===== src/rtl/sap1_control_sequencer.sv =====
// SAP-1 control sequencer: one-hot T1..T6 ring counter plus opcode decode
// into the per-T-state control word; freezes on HLT until reset.
module sap1_control_sequencer #(
    parameter logic [3:0] OP_LDA       = 4'b0000,
    parameter logic [3:0] OP_ADD       = 4'b0001,
    parameter logic [3:0] OP_SUB       = 4'b0010,
    parameter logic [3:0] OP_OUT       = 4'b1110,
    parameter logic [3:0] OP_HLT       = 4'b1111,
    parameter bit         EARLY_RETURN = 1'b0
) (
    input  logic       clk,
    input  logic       async_reset,
    input  logic [3:0] opcode,
    output logic       pc_inc,
    output logic       pc_o_en,
    output logic       mar_i_en,
    output logic       ram_o_en,
    output logic       ir_i_en,
    output logic       ir_o_en,
    output logic       acc_i_en,
    output logic       acc_o_en,
    output logic       b_i_en,
    output logic       alu_sub,
    output logic       alu_o_en,
    output logic       out_i_en,
    output logic [5:0] tstate,
    output logic       instr_done,
    output logic       halted
);
    // state | meaning
    // T1    | PC drives bus, MAR loads
    // T2    | PC increments
    // T3    | RAM drives bus, IR loads
    // T4    | operand address to MAR (LDA/ADD/SUB), A to OUT (OUT), HLT latches halt
    // T5    | RAM data to A (LDA) or B (ADD/SUB)
    // T6    | ALU result to A (ADD/SUB)
    // HALT  | halted = 1, tstate frozen at T5, all controls 0
    localparam logic [5:0] T1 = 6'b000001;
    localparam logic [5:0] T2 = 6'b000010;
    localparam logic [5:0] T3 = 6'b000100;
    localparam logic [5:0] T4 = 6'b001000;
    localparam logic [5:0] T5 = 6'b010000;
    localparam logic [5:0] T6 = 6'b100000;

    logic [5:0] tstate_q, tstate_d;
    logic       halted_q, halted_d;
    logic       is_mem_op, is_short_op, run;

    assign is_mem_op   = (opcode == OP_LDA) || (opcode == OP_ADD) || (opcode == OP_SUB);
    assign is_short_op = !is_mem_op && (opcode != OP_HLT);
    // Controls are gated by reset directly so they drop without waiting for an edge.
    assign run         = async_reset && !halted_q;

    always_ff @(posedge clk or negedge async_reset) begin
        if (!async_reset) begin
            tstate_q <= T1;
            halted_q <= 1'b0;
        end else begin
            tstate_q <= tstate_d;
            halted_q <= halted_d;
        end
    end

    always_comb begin
        tstate_d = tstate_q;
        halted_d = halted_q;
        if (!halted_q) begin
            tstate_d = {tstate_q[4:0], tstate_q[5]};
            if (tstate_q == T4) begin
                if (opcode == OP_HLT)
                    halted_d = 1'b1;
                else if (EARLY_RETURN && is_short_op)
                    tstate_d = T1;
            end
        end
    end

    always_comb begin
        pc_inc     = 1'b0;
        pc_o_en    = 1'b0;
        mar_i_en   = 1'b0;
        ram_o_en   = 1'b0;
        ir_i_en    = 1'b0;
        ir_o_en    = 1'b0;
        acc_i_en   = 1'b0;
        acc_o_en   = 1'b0;
        b_i_en     = 1'b0;
        alu_sub    = 1'b0;
        alu_o_en   = 1'b0;
        out_i_en   = 1'b0;
        instr_done = 1'b0;
        if (run) begin
            case (tstate_q)
                T1: begin
                    pc_o_en  = 1'b1;
                    mar_i_en = 1'b1;
                end
                T2: pc_inc = 1'b1;
                T3: begin
                    ram_o_en = 1'b1;
                    ir_i_en  = 1'b1;
                end
                T4: begin
                    if (is_mem_op) begin
                        ir_o_en  = 1'b1;
                        mar_i_en = 1'b1;
                    end else if (opcode == OP_OUT) begin
                        acc_o_en = 1'b1;
                        out_i_en = 1'b1;
                    end
                    instr_done = EARLY_RETURN && is_short_op;
                end
                T5: begin
                    if (opcode == OP_LDA) begin
                        ram_o_en = 1'b1;
                        acc_i_en = 1'b1;
                    end else if (opcode == OP_ADD || opcode == OP_SUB) begin
                        ram_o_en = 1'b1;
                        b_i_en   = 1'b1;
                    end
                end
                T6: begin
                    if (opcode == OP_ADD || opcode == OP_SUB) begin
                        alu_o_en = 1'b1;
                        acc_i_en = 1'b1;
                        alu_sub  = (opcode == OP_SUB);
                    end
                    instr_done = 1'b1;
                end
                default: ;
            endcase
        end
    end

    assign tstate = tstate_q;
    assign halted = halted_q;
endmodule


===== config.mk =====
export PLATFORM = sky130hd
export DESIGN_NAME = sap1_control_sequencer
export DESIGN_NICKNAME = d
export VERILOG_FILES = /design/src/rtl/sap1_control_sequencer.sv
export SDC_FILE = /design/constraint.sdc
export NUM_CORES = 1
export LEC_CHECK = 0
export ABC_AREA = 1
export CORE_AREA = 3 3 40 42
export DETAILED_ROUTE_END_ITERATION = 7
export DIE_AREA = 0 0 43 45
export PLACE_DENSITY = 0.79
export SLEW_MARGIN = 20
export SYNTH_ARGS = -nofsm -noshare
export SYNTH_HDL_FRONTEND = slang
export SYNTH_SLANG_ARGS = --single-unit

===== constraint.sdc =====
create_clock -name clk -period 2.75 [get_ports clk]
set_input_delay 0.4125 -clock clk [delete_from_list [all_inputs] [get_ports clk]]
set_output_delay 0.4125 -clock clk [all_outputs]
set_load 0.01 [all_outputs]

==> flow_metrics.env, run 1 <==
export IMPL_seq_area_frac_synth_pct=33.5
export IMPL_max_cap_viol_count=0
export IMPL_h_tree_depth=1
export IMPL_slew_limit_headroom_pct=76.0
export IMPL_ant_nets=0
export IMPL_clkLatencyLatePin_ns=0.24
export IMPL_synth_seq_cells=7
export IMPL_r2r_start="tstate[5]"
export IMPL_yosysTopAreaCellShare_pct=28.5
export IMPL_cts_setup_buffers=0
export IMPL_grt_ovfl_total=0
export IMPL_synth_fp_nets=88
export IMPL_multiInputGateArea_sq_um=289
export IMPL_r2r_end="halted"
export IMPL_dieArea_sq_mm=0.00194
export IMPL_portBuffers=25
export IMPL_start_util_pct=41.0
export IMPL_syn_instance_count=82
export IMPL_grt_usage_pct=15.2
export IMPL_drt_pass1_iter_count=4
export IMPL_hold_viol=0
export IMPL_design_area_sq_um=825
export IMPL_post_drt_wl_per_cell_microns=10.2
export IMPL_p_per_area_mw_per_mm2=256
export IMPL_rrSetupSlack_ns=1.75
export IMPL_first_iter_violations=8
export IMPL_numClockSinks=7
export IMPL_die_w_microns=43
export IMPL_setup_viol=0
export IMPL_fin_crit_sh_pct=91.0
export IMPL_crit_type="input pin to output pin"
export IMPL_finalWeightedCongestion=0.811
export IMPL_start_kind="input pin"
export IMPL_finalMaxSlewViolations=0
export IMPL_n_fill_cell=129
export IMPL_synthTopCellsByCount="nand2_1 (23), inv_1 (13), nor2_1 (13), o21ai_0 (7), dfrtp_1 (6)"
export IMPL_grt_pass1_wl_microns=2240
export IMPL_synthMostInstantiatedCell="nand2_1"
export IMPL_num_vias=577
export IMPL_antenna_found_initial=0
export IMPL_nNetsFinal=118
export IMPL_cts_buffers=3
export IMPL_grt_max_degree=14
export IMPL_rsz0062_at_grt="false"
export IMPL_vias_per_cell=4.58
export IMPL_synthArstFlopShare_pct=100
export IMPL_drcViolationCount=0
export IMPL_dp_hpwl_microns=1060
export IMPL_p_leak_nw=0.324
export IMPL_ys_warn_count=0
export IMPL_fin_cells=126
export IMPL_ctsResizeCount=0
export IMPL_rr_worst_depth=5
export IMPL_vdd_drop_max_uv=192
export IMPL_synth_main_ff_cell="dfrtp_1"
export IMPL_drive_gt1_share_pct=14.4
export IMPL_synth_top_cell_by_area="dfrtp_1"
export IMPL_outcome="finished clean"
export IMPL_fmax_mhz=400
export IMPL_avgSynthCellArea_sq_um=6.42
export IMPL_synth_cell_types=15
export IMPL_worstMarginPinSlew_ns=0.360
export IMPL_critical_path_arrival_ns=2.09
export IMPL_total_power_w=0.000211
export IMPL_end_kind="output pin"
export IMPL_min_period_ns=2.50
export IMPL_hold_class="input pin to async pin"
export IMPL_coreArea_sq_mm=0.00128
export IMPL_syn2layout_area_growth_pct=56.5
export IMPL_placed_cell_area_sq_um=798
export IMPL_totalWireLength_microns=1290
export IMPL_clkSlewWorstSetupHoldPaths_ns=0.05
export IMPL_netlist_top_cells_area="dfrtp_1 (29%), nand2_1 (16%), inv_1 (9.3%), nor2_1 (9.3%), nor2_4 (8.6%)"
export IMPL_ios=26
export IMPL_root_buffer="clkbuf_4"
export IMPL_die_height_microns=45
export IMPL_cts_hold_buffers_added=0
export IMPL_clock_path_buffers=2
export IMPL_finClkSkew_ns=0.00325
export IMPL_tns_ns=0
export IMPL_place_inst=122
export IMPL_synth_edff_count=0
export IMPL_diodes=0
export IMPL_cts_tree="built"
export IMPL_cp_max_fo=4
export IMPL_seqCellArea_sq_um=176
export IMPL_netlist_area_sq_um=527
export IMPL_cp_required_ns=2.34
export IMPL_rows=13
export IMPL_grt_pass1_vias=558
## logic make-up (layout without fill, tap and decap cells)
group           Yosys count  after routing  share of synthesized area, %
flops                     7              7                          33.5
simple gates             52             52                          47.3
buf+inv                  15             44                          11.6
compound gates            8              8                          7.60
## worst max-delay path by stage
stage	start	end	slack, ns	cells past startpoint
2_1_floorplan	tstate[5]	out_i_en	1.15	6
3_3_place_gp	async_reset	mar_i_en	0.32	6
3_5_place_dp	async_reset	mar_i_en	0.26	6
4_1_cts	async_reset	mar_i_en	0.25	6
5_1_grt	async_reset	mar_i_en	0.1	6
6_report	async_reset	mar_i_en	0.25	6
## registers in the layout (all words and copies together) (netlist names)
name,count
tstate,6
halted,1
## power breakdown
part / switching (W) / internal, W / total (W)
registers: 0 / 0.000103 / 0.000103
clock network: 0.0000347 / 0.0000552 / 0.0000899
logic: 0.00000816 / 0.00000968 / 0.0000178
## worst max-delay path: stages
cell and delay (ns):
clkdlybuf4s50_1 0.52, inv_1 0.05, nor2_1 0.21, nand3_1 0.17, o21ai_1 0.17, clkdlybuf4s50_1 0.55
## through the flow
step	hold WS (ns)	utilization [%]	setup WS, ns
after floorplan	0.117	-	1.15
after global placement	0.516	62.1	0.319
after detailed placement	0.518	62.1	0.260
after CTS	0.519	64.2	0.247
after global routing	0.541	64.2	0.0995
final	0.520	64.2	0.247
## cells in the final DEF (no fill, tap or decap)
cell	instances
buf_4	2
clkbuf_1	1
clkbuf_4	3
clkdlybuf4s50_1	25
dfrtp_1	6
dfstp_2	1
inv_1	13
nand2_1	23
nand2_2	2
nand3_1	5
nand4_1	1
nor2_1	13
nor2_2	3
nor2_4	4
o21ai_0	7
o21ai_1	1
or2_2	1
## layer usage
layer  vias up  GRT usage, %  share of wire (%)
li1        307             -                  -
met1       253          18.9                 48
met2        15          25.7                 46
met3         2          2.79                5.2
met4         0          7.23               0.78
met5         -             0                  0
## area by class of cell
type | count | share of cell area [%]
Inverter | 13 | 5.92
Multi-Input combinational cell | 60 | 35.1
Sequential cell | 7 | 21.4
Timing Repair Buffer | 27 | 32.2
Clock buffer | 4 | 3.19
Tap cell | 15 | 2.28
Power figures use the tool's default switching activity.
==> run 2, diff against run 1 <==
--- a/config.mk
+++ b/config.mk
@@ -11,4 +11,5 @@
 export DIE_AREA = 0 0 43 45
 export PLACE_DENSITY = 0.79
+export RECOVER_POWER = 100
 export SLEW_MARGIN = 20
 export SYNTH_ARGS = -nofsm -noshare
==> constraint.sdc (replaced) <==
create_clock -name clk -period 2.75 [get_ports clk]
set_input_delay 0.275 -clock clk [delete_from_list [all_inputs] [get_ports clk]]
set_output_delay 0.275 -clock clk [all_outputs]
set_load 0.01 [all_outputs]
==> flow_metrics.env, run 2 (synthesis gave the netlist of run 1 again) <==
export IMPL_total_power_w=0.000207
export IMPL_finClkSkew_ns=0.00164
export IMPL_syn2layout_area_growth_pct=51.1
export IMPL_root_buffer="clkbuf_4"
export IMPL_portBuffers=25
export IMPL_pre_cts_slack_ns=0.444
export IMPL_setup_viol=0
export IMPL_hold_viol=0
export IMPL_grt_pass1_wl_microns=2200
export IMPL_drcViolationCount=0
export IMPL_vdd_drop_max_uv=161
export IMPL_cts_setup_buffers=0
export IMPL_diodes=0
export IMPL_min_period_ns=2.39
export IMPL_dp_hpwl_microns=1070
export IMPL_finish_utilization_pct=61.9
export IMPL_grt_max_degree=14
export IMPL_cp_required_ns=2.48
export IMPL_totalWireLength_microns=1250
export IMPL_whs_ns=0.320
export IMPL_fin_ws_ns=0.361
export IMPL_clkSlewWorstSetupHoldPaths_ns=0.05
export IMPL_num_vias=577
export IMPL_worstMarginPinSlew_ns=0.350
export IMPL_largest_reg_flops=6
export IMPL_cts_buffers=3
export IMPL_outcome="finished clean"
export IMPL_drive_gt1_share_pct=9.09
export IMPL_grt_ovfl_total=0
export IMPL_ios=26
export IMPL_grt_usage_pct=15.2
export IMPL_rsz0062_at_grt="false"
export IMPL_die_w_microns=43
export IMPL_clock_path_buffers=2
export IMPL_start_kind="input pin"
export IMPL_finalWeightedCongestion=0.783
export IMPL_ant_nets=0
export IMPL_cts_hold_buffers_added=0
export IMPL_die_height_microns=45
export IMPL_numClockSinks=7
export IMPL_drt_pass1_iter_count=4
export IMPL_start_util_pct=41.0
export IMPL_tns_ns=0
export IMPL_fmax_mhz=419
export IMPL_h_tree_depth=1
export IMPL_dieArea_sq_mm=0.00194
export IMPL_critical_path_arrival_ns=2.11
export IMPL_rows=13
export IMPL_cp_max_fo=6
export IMPL_p_leak_nw=0.366
export IMPL_grt_pass1_vias=531
export IMPL_clkLatencyLatePin_ns=0.24
export IMPL_cts_tree="built"
export IMPL_finalMaxSlewViolations=0
export IMPL_post_drt_wl_per_cell_microns=10.0
export IMPL_vias_per_cell=4.62
export IMPL_fin_crit_sh_pct=86.9
export IMPL_end_kind="output pin"
export IMPL_coreArea_sq_mm=0.00128
export IMPL_mostFrequentLayoutCells="nand2_1 (23), dlygate4sd3_1 (18), nor2_1 (16), inv_1 (13)"
export IMPL_p_per_area_mw_per_mm2=260
export IMPL_nNetsFinal=117
export IMPL_first_iter_violations=9
export IMPL_ctsResizeCount=0
export IMPL_crit_type="input pin to output pin"
export IMPL_mostFrequentLayoutCell="nand2_1"
export IMPL_max_cap_viol_count=0
export IMPL_antenna_found_initial=0
export IMPL_slew_limit_headroom_pct=76.6
export IMPL_hold_class="input pin to async pin"
## run 2: cell types whose count changed in the layout (fill, tap and decap cells not counted), sizes merged
| cell | previous run | this run |
|---|---|---|
| buf | 2 | 0 |
| clkdlybuf4s50 | 25 | 7 |
| clkbuf | 4 | 5 |
| dlygate4sd3 | 0 | 18 |
## run 2: final cells by class
cell class | count | area, sq um
tap | 15 | 18.8
fill | 142 | 489
clock buffer | 4 | 26.3
multi-input combinational | 60 | 272
timing repair buffer | 26 | 254
sequential | 7 | 176
inverter | 13 | 48.8
## run 2: stage by stage
| step | area, sq um | instances |
|---|---|---|
| after floorplan | 527 | 82 |
| after global placement | 791 | 121 |
| after detailed placement | 791 | 121 |
| after CTS | 817 | 125 |
| after global routing | 796 | 125 |
| final | 796 | 125 |
## run 2: power breakdown
part / switching [W] / internal, W
Clock: 0.0000335 / 0.0000551
Sequential: 0 / 0.000103
Combinational: 0.00000739 / 0.00000786
## run 2: final timing paths
check	to	slack, ns	from	cells past startpoint
min in group clk	tstate[0]	0.54	tstate[0]	2
max in group asynchronous	tstate[0]	1.95	async_reset	2
hold / removal	tstate[2]	0.32	async_reset	1
setup reg to reg	halted	1.66	tstate[5]	5
hold reg to reg	tstate[0]	0.54	tstate[0]	2
setup / recovery	acc_i_en	0.36	async_reset	6
## run 2: critical path, cell delays in order
cell and delay, ns:
dlygate4sd3_1 0.66, nand2_1 0.14, nor2_1 0.24, nand3_1 0.13, nand2_1 0.07, dlygate4sd3_1 0.59
## run 2: routing by layer
layer | global-route usage, % | wire [microns]
met5 | 0 | 0
met3 | 2.79 | 77
met1 | 19.7 | 557
met4 | 9.04 | 10
met2 | 23.7 | 608
==> run 3, diff against run 2 <==
PLACE_DENSITY = default   (was 0.79)
PLACE_DENSITY_LB_ADDON = 0.15   (was default)
==> flow_metrics.env, run 3 (synthesis gave the netlist of run 1 again) <==
export IMPL_outcome="finished clean"
export IMPL_grt_pass1_wl_microns=2340
export IMPL_tns_ns=0
export IMPL_numClockSinks=7
export IMPL_rr_worst_depth=5
export IMPL_first_iter_violations=10
export IMPL_finalMaxSlewViolations=0
export IMPL_num_vias=584
export IMPL_mostFrequentLayoutCell="nand2_1"
export IMPL_end_kind="output pin"
export IMPL_hold_class="input pin to async pin"
export IMPL_setup_viol=0
export IMPL_hold_viol=0
export IMPL_drive_gt1_share_pct=10.0
export IMPL_min_period_ns=2.48
export IMPL_setup_worst_path_end="mar_i_en"
export IMPL_critical_path_depth=6
export IMPL_rrSetupSlack_ns=1.65
export IMPL_cts_buffers=3
export IMPL_crit_chain="dlygate4sd3_1 > nand2_1 > nor2_1 > nand2_1 > o21ai_1 > dlygate4sd3_1"
export IMPL_fin_crit_sh_pct=90.2
export IMPL_finalWeightedCongestion=0.831
export IMPL_ant_nets=0
export IMPL_grt_max_degree=14
export IMPL_start_util_pct=41.0
export IMPL_slowest_delay_ns=0.67
export IMPL_grt_ovfl_total=0
export IMPL_totalWireLength_microns=1390
export IMPL_h_tree_depth=1
export IMPL_r2r_end="halted"
export IMPL_r2r_start="tstate[5]"
export IMPL_worstMarginPinSlew_ns=0.351
export IMPL_coreArea_sq_mm=0.00128
export IMPL_cts_hold_buffers_added=0
export IMPL_syn2layout_area_growth_pct=52.5
export IMPL_total_power_w=0.000211
export IMPL_ctsResizeCount=0
export IMPL_grt_pass1_vias=571
export IMPL_p_per_area_mw_per_mm2=263
export IMPL_worstSetupStartpoint="async_reset"
export IMPL_crit_type="input pin to output pin"
export IMPL_slew_limit_headroom_pct=76.6
export IMPL_mostFrequentLayoutCells="nand2_1 (23), dlygate4sd3_1 (20), nor2_1 (15), inv_1 (13), o21ai_0 (7)"
export IMPL_drt_pass1_iter_count=4
export IMPL_cp_required_ns=2.48
export IMPL_die_height_microns=45
export IMPL_finClkSkew_ns=0.00183
export IMPL_dieArea_sq_mm=0.00194
export IMPL_clock_path_buffers=2
export IMPL_cp_max_fo=6
export IMPL_largest_reg_flops=6
export IMPL_rows=13
export IMPL_max_cap_viol_count=0
export IMPL_placed_cell_area_sq_um=791
export IMPL_diodes=0
export IMPL_antenna_found_initial=0
export IMPL_ios=26
export IMPL_fmax_mhz=403
export IMPL_nNetsFinal=117
export IMPL_post_drt_wl_per_cell_microns=11.1
export IMPL_n_fill_cell=132
export IMPL_cts_tree="built"
export IMPL_cts_setup_buffers=0
export IMPL_root_buffer="clkbuf_4"
export IMPL_path_buf_inv=2
export IMPL_rsz0062_at_grt="false"
export IMPL_clkLatencyLatePin_ns=0.25
export IMPL_cp_slowest_cell="dlygate4sd3_1"
export IMPL_whs_ns=0.322
export IMPL_dp_hpwl_microns=1090
export IMPL_critical_path_arrival_ns=2.21
export IMPL_p_leak_nw=0.376
export IMPL_clkSlewWorstSetupHoldPaths_ns=0.05
export IMPL_cp_top_family="buffers and inverters"
export IMPL_vdd_drop_max_uv=190
export IMPL_portBuffers=25
export IMPL_finish_utilization_pct=62.5
export IMPL_design_area_sq_um=803
export IMPL_grt_usage_pct=15.9
export IMPL_drcViolationCount=0
export IMPL_die_w_microns=43
export IMPL_vias_per_cell=4.67
export IMPL_start_kind="input pin"
==> run 3: metrics by stage <==
stage	setup WS, ns	cells
floorplan	1.28	82
global placement	0.506	121
detailed placement	0.469	121
CTS	0.433	125
global route	0.153	125
finish	0.269	125
==> run 3: report_power, final <==
part | switching, W | internal [W]
sequential | 0 | 0.000103
clock | 0.0000372 | 0.0000553
combinational | 0.00000799 | 0.00000787
==> run 3: area by class of cell <==
class                      instances  area (sq um)  area share [%]
clock buffer                       4          26.3            3.27
inverter                          13          48.8            6.07
sequential                         7           176            22.0
tap                               15          18.8            2.34
timing repair buffer              26           254            31.6
multi-input combinational         60           279            34.7
==> run 3: routing by layer <==
layer	vias up	share of wire, %	GRT usage [%]
met3	4	8.1	3.98
li1	304	-	-
met5	-	0	0
met4	0	1.6	9.64
met1	248	41	17.4
met2	28	49	27.8
==> run 3: how the worst min path moves through the flow <==
stage          cells after the start         to  slack, ns         from
2_1_floorplan                      0     halted      -0.02  async_reset
3_3_place_gp                       1  tstate[5]       0.50  async_reset
3_5_place_dp                       1  tstate[5]       0.50  async_reset
4_1_cts                            1  tstate[5]       0.25  async_reset
5_1_grt                            1  tstate[5]       0.32  async_reset
6_report                           1  tstate[5]       0.32  async_reset
